--- config.mk ---
export PLATFORM = sky130hd
export DESIGN_NAME = bin_bcd_seq
export DESIGN_NICKNAME = d
export VERILOG_FILES = /design/src/rtl/bin_bcd_seq.sv
export SDC_FILE = /design/constraint.sdc
export NUM_CORES = 1
export LEC_CHECK = 0
export CAP_MARGIN = 40
export CORE_MARGIN = 5
export CORE_UTILIZATION = 25
export CTS_CLUSTER_DIAMETER = 200
export CTS_CLUSTER_SIZE = 14
export DETAILED_ROUTE_END_ITERATION = 16
export GPL_TIMING_DRIVEN = 1
export PLACE_DENSITY_LB_ADDON = 0.25
export SLEW_MARGIN = 5
export SYNTH_ARGS = -nofsm -noshare
export SYNTH_HDL_FRONTEND = slang
export SYNTH_SLANG_ARGS = --single-unit
--- constraint.sdc ---
create_clock -name clk -period 3.3 [get_ports clk]
set_input_delay 0.495 -clock clk [delete_from_list [all_inputs] [get_ports clk]]
set_output_delay 0.495 -clock clk [all_outputs]
set_load 0.01 [all_outputs]
--- src/rtl/bin_bcd_seq.sv ---
// Sequential binary-to-BCD converter using double dabble, one bit per clock.
// Produces packed BCD digits, a leading-zero blanking mask and an overflow flag.
module bin_bcd_seq #(
   parameter int BIN_W  = 12,
   parameter int DIGITS = 4,
   parameter int AUTO   = 0
) (
   input  logic                  clk,
   input  logic                  reset,
   input  logic                  start,
   input  logic [BIN_W-1:0]      bin,
   output logic [4*DIGITS-1:0]   bcd,
   output logic [DIGITS-1:0]     blank,
   output logic                  ovf,
   output logic                  busy,
   output logic                  rdy,
   output logic                  done
);

   localparam int BW = 4 * DIGITS;
   localparam int CW = $clog2(BIN_W + 1);
   localparam logic [CW-1:0]     CNT_LOAD  = CW'(BIN_W);
   localparam logic [DIGITS-1:0] BLANK_RST = ~DIGITS'(1);

   typedef enum logic {IDLE, SHIFT} state_t;

   state_t            state;
   logic [BIN_W-1:0]  sreg;
   logic [BIN_W-1:0]  last_bin;
   logic [BIN_W-1:0]  next_sreg;
   logic [BW-1:0]     scratch;
   logic [BW-1:0]     adj;
   logic [BW-1:0]     next_scratch;
   logic [DIGITS-1:0] next_blank;
   logic [CW-1:0]     cnt;
   logic              ovf_acc;
   logic              zero_above;
   logic              trigger;
   logic              last_shift;

   // One double-dabble step: correct digits >= 5, then shift the combined register left.
   // The blank mask is derived from the post-shift digits so it is ready on the final step.
   always_comb begin
      adj = scratch;
      for (int i = 0; i < DIGITS; i++) begin
         if (scratch[4*i +: 4] >= 4'd5) begin
            adj[4*i +: 4] = scratch[4*i +: 4] + 4'd3;
         end
      end
      next_scratch = {adj[BW-2:0], sreg[BIN_W-1]};
      next_sreg    = {sreg[BIN_W-2:0], 1'b0};
      next_blank   = '0;
      zero_above   = 1'b1;
      for (int i = DIGITS - 1; i >= 1; i--) begin
         zero_above    = zero_above & (next_scratch[4*i +: 4] == 4'd0);
         next_blank[i] = zero_above;
      end
   end

   assign trigger    = start | ((AUTO != 0) & (bin != last_bin));
   assign last_shift = (cnt == CW'(1));

   // Control FSM; the result registers only change on the final shift so they hold during SHIFT.
   always_ff @(posedge clk or posedge reset) begin
      if (reset) begin
         state    <= IDLE;
         sreg     <= '0;
         scratch  <= '0;
         cnt      <= '0;
         last_bin <= '0;
         ovf_acc  <= 1'b0;
         bcd      <= '0;
         blank    <= BLANK_RST;
         ovf      <= 1'b0;
         busy     <= 1'b0;
         rdy      <= 1'b1;
         done     <= 1'b0;
      end else begin
         done <= 1'b0;
         case (state)
            IDLE: begin
               if (trigger) begin
                  sreg     <= bin;
                  last_bin <= bin;
                  scratch  <= '0;
                  cnt      <= CNT_LOAD;
                  ovf_acc  <= 1'b0;
                  busy     <= 1'b1;
                  rdy      <= 1'b0;
                  state    <= SHIFT;
               end
            end
            SHIFT: begin
               sreg    <= next_sreg;
               scratch <= next_scratch;
               cnt     <= cnt - CW'(1);
               ovf_acc <= ovf_acc | adj[BW-1];
               if (last_shift) begin
                  bcd   <= next_scratch;
                  blank <= next_blank;
                  ovf   <= ovf_acc | adj[BW-1];
                  done  <= 1'b1;
                  busy  <= 1'b0;
                  rdy   <= 1'b1;
                  state <= IDLE;
               end
            end
            default: state <= IDLE;
         endcase
      end
   end

endmodule

==> results.ini <==
[yosys]
async_reset_ff_share_pct=100
yosysWarnings=0
synth_top_family_by_area=simple AND/OR/NAND/NOR gates
yosys.area_share.xor_xnor_pct=1.59
syn_avg_cell_area_um2=9.83
synth_seq_cells=57
synthFlopType=dfrtp_1
synth_compound_area_share_pct=13.0
synth_fa_ha_area_share_pct=4.53
synth.area.mux_share_pct=7.97
synthSimpleGateAreaFrac_pct=16.9
synth-seq-area-share_pct=51.8
syn-cell-area_um2=2760
synthDistinctLibCells=29
syn_nets=306
synthCells=281
synth_edf_count=0

[floorplan]
fp.dieW_um=115
num_rows=38
dieHeight_um=115
coreArea_um2=10800
initial_core_util_pct=25.5
boundaryPins=39
dieArea_um2=13200

[setup_path]
start_kind=flop
critPathMaxStageDelay_ns=0.44
setup.worst_path.end_class=flop
critPathMaxFanout=6
slowest_stage=dfrtp_1
crit_buf_inv=1
required_ns=3.57
cp_cell_sequence=inv_1 -> ha_1 -> nand2b_1 -> a21oi_1 -> mux2i_1 -> nor4b_2 -> a32o_1
worstSetupPathType=reg2reg
cpLargestDelayFamily=compound AO/OA/AOI/OAI gates
critPathArrivalTime_ns=2.39

[cells_and_area]
diodes=0
area_growth_pct=25.0
nNetsFinal=344
final_util_pct=31.8
fin_area_um2=3450
drive_above_1_share_pct=8.02

[power_and_ir_drop]
comb_power_share_pct=43.9
peakVddDrop_mv=0.237
p_switching_mw=1.21
p_leak_nw=1.60
power.internal_mw=1.95
clockPowerShare_pct=17.8
power_density_nw_per_um2=915
swShare_pct=38.3
seqPwrFrac_pct=38.3

[detailed_routing]
via_count=2017
avgViaCountPerCell=4.35
drt-wirelength-per-cell_um=13.0
drc=0
drt_iter0_markers=90
drt_wl_total_um=6040
drt.antenna.violating_nets=0
first_pass_iters=5

[grt]
grt_max_degree=61
grt_usage_pct=9.93
grt_first_pass_wirelength_um=10300
grt_pass1_vias=2088
overflow=0
antenna_found_initial=0

[run_status]
outcome=finished clean

[placement]
dp_hpwl_um=4040
io_buffers=37
place_area_um2=3290
pre_cts_slack_ns=1.05
gp_congestion=0.737

[clocking]
cts_max_path_buffers=2
cts_setup_buffers=0
clock_sinks=57
clock_latency_ns=0.33
holdBufCountCts=0
cts_buffers=9
cts_tree=yes
clk_pin_slew_ns=0.07
ctsHtreeMaxLevel=3
ctsResizeCount=0
cts-root-buf=clkbuf_8

[sta]
rsz0062_at_grt=no
worst_slack_ns=1.18
hold_ws_ns=0.463
finalCritPeriodShare_pct=64.2
finClkSkew_ns=0.00933
setup_viol=0
maxSlewViolCount=0
period_needed_ns=2.12
tightest_slew_ns=0.734
clock.fmax_ghz=0.472
hold_viol_final=0
slew_headroom_pct=51.0
setup_tns_ns=0

[flow_run]
cap_violations=0

[min_path]
hold_path.class=reg2reg

## stage by stage
| step | total power [mW] | instances |
|---|---|---|
| 6_report | 3.16 | 464 |
| 2_1_floorplan | 2.15 | 281 |
| 5_1_grt | 3.46 | 464 |
| 4_1_cts | 3.22 | 464 |
| 3_5_place_dp | 2.63 | 448 |
| 3_3_place_gp | 2.61 | 448 |
## logic make-up after synthesis
logic type	after synthesis
AOI/OAI and AO/OA	60
xor gates and xnor gates	5
adders and majority gates	10
buffers and inverters	29
DFF	57
muxes	22
other	1
and+or+nand+nor	97
## per-layer routing
| layer | vias to the layer above | track usage [%] | routed length, um |
|---|---|---|---|
| met1 | 956 | 12.2 | 2800 |
| met5 | - | 0 | 0 |
| met2 | 30 | 16.2 | 2920 |
| met3 | 6 | 3.58 | 232 |
| li1 | 1025 | - | - |
| met4 | 0 | 3.29 | 85 |
## power by group through the flow
| stage | sequential, mW | combinational (mW) | clock, mW |
|---|---|---|---|
| 3_5_place_dp | 1.22 | 1.41 | 0 |
| 3_3_place_gp | 1.22 | 1.40 | 0 |
| 6_report | 1.21 | 1.39 | 0.563 |
| 5_1_grt | 1.25 | 1.59 | 0.616 |
| 2_1_floorplan | 1.23 | 0.922 | 0 |
| 4_1_cts | 1.21 | 1.41 | 0.591 |
## cells in the final DEF (no fill, tap or decap), drive strengths merged
cell type       n
nand2          60
dfrtp          53
clkdlybuf4s50  37
o21ai          28
mux2i          22
nand2b         18
inv            14
a21oi          13
clkbuf         12
ha             10
nor3b           8
o31ai           8
nor2            5
xnor2           5
buf             5
dfstp           4
clkinv          4
a21o            3
a211o           2
a32o            2
nor3            2
nand4bb         1
a22o            1
or3             1
o22a            1
a2111oi         1
a31oi           1
nand3b          1
nor4b           1
conb            1
## worst paths after layout
kind | startpoint | to | slack, ns | depth (start not counted)
hold / removal | rdy | rdy | 0.46 | 2
hold reg to reg | rdy | rdy | 0.46 | 2
min in group asynchronous | reset | done | 0.61 | 2
setup reg to reg | scratch[12] | blank[1] | 1.18 | 7
max in group asynchronous | reset | blank[2] | 1.95 | 3
setup / recovery | scratch[12] | blank[1] | 1.18 | 7
## cell usage after synthesis, types with 2 or more instances
library cell	n	area share, %
a21o_1	3	0.82
inv_1	14	1.9
nand2_1	60	8.2
mux2i_1	22	8.0
nand2b_1	18	4.1
xnor2_1	5	1.6
o21ai_0	28	5.1
nor3b_1	8	2.2
ha_1	10	4.5
o31ai_1	8	2.2
a21oi_1	13	2.4
a211o_1	2	0.63
clkbuf_1	12	1.6
buf_1	2	0.27
nor2_1	5	0.68
dfstp_2	4	3.8
a32o_1	2	0.72
nor3_1	2	0.36
dfrtp_1	53	48
## worst register-to-register path: cells and delay by family, from the launching register on
family,cells,cell delay [ns]
multiplexers,1,0.33
AO/OA/AOI/OAI,2,0.54
adder cells (fa/ha/maj),1,0.21
buffers and inverters,1,0.10
flip-flops,1,0.44
AND/OR/NAND/NOR,2,0.43
## state kept, by name, summed over array words and instances, names as in the netlist
signal	flops
blank	3
ovf_acc	1
bcd	16
rdy	1
sreg	12
scratch	16
done	1
state	1
cnt	4
busy	1
ovf	1
## area by class of cell
cell class / count / area, um^2
repair buffers: 42 / 408
well taps: 140 / 175
fillers: 1113 / 7390
clock inverters: 4 / 20.0
flip-flops and latches: 57 / 1430
inverters: 14 / 52.6
clock buffers: 12 / 145
multi-input cells: 195 / 1220
(Power assumes the default switching activity.)
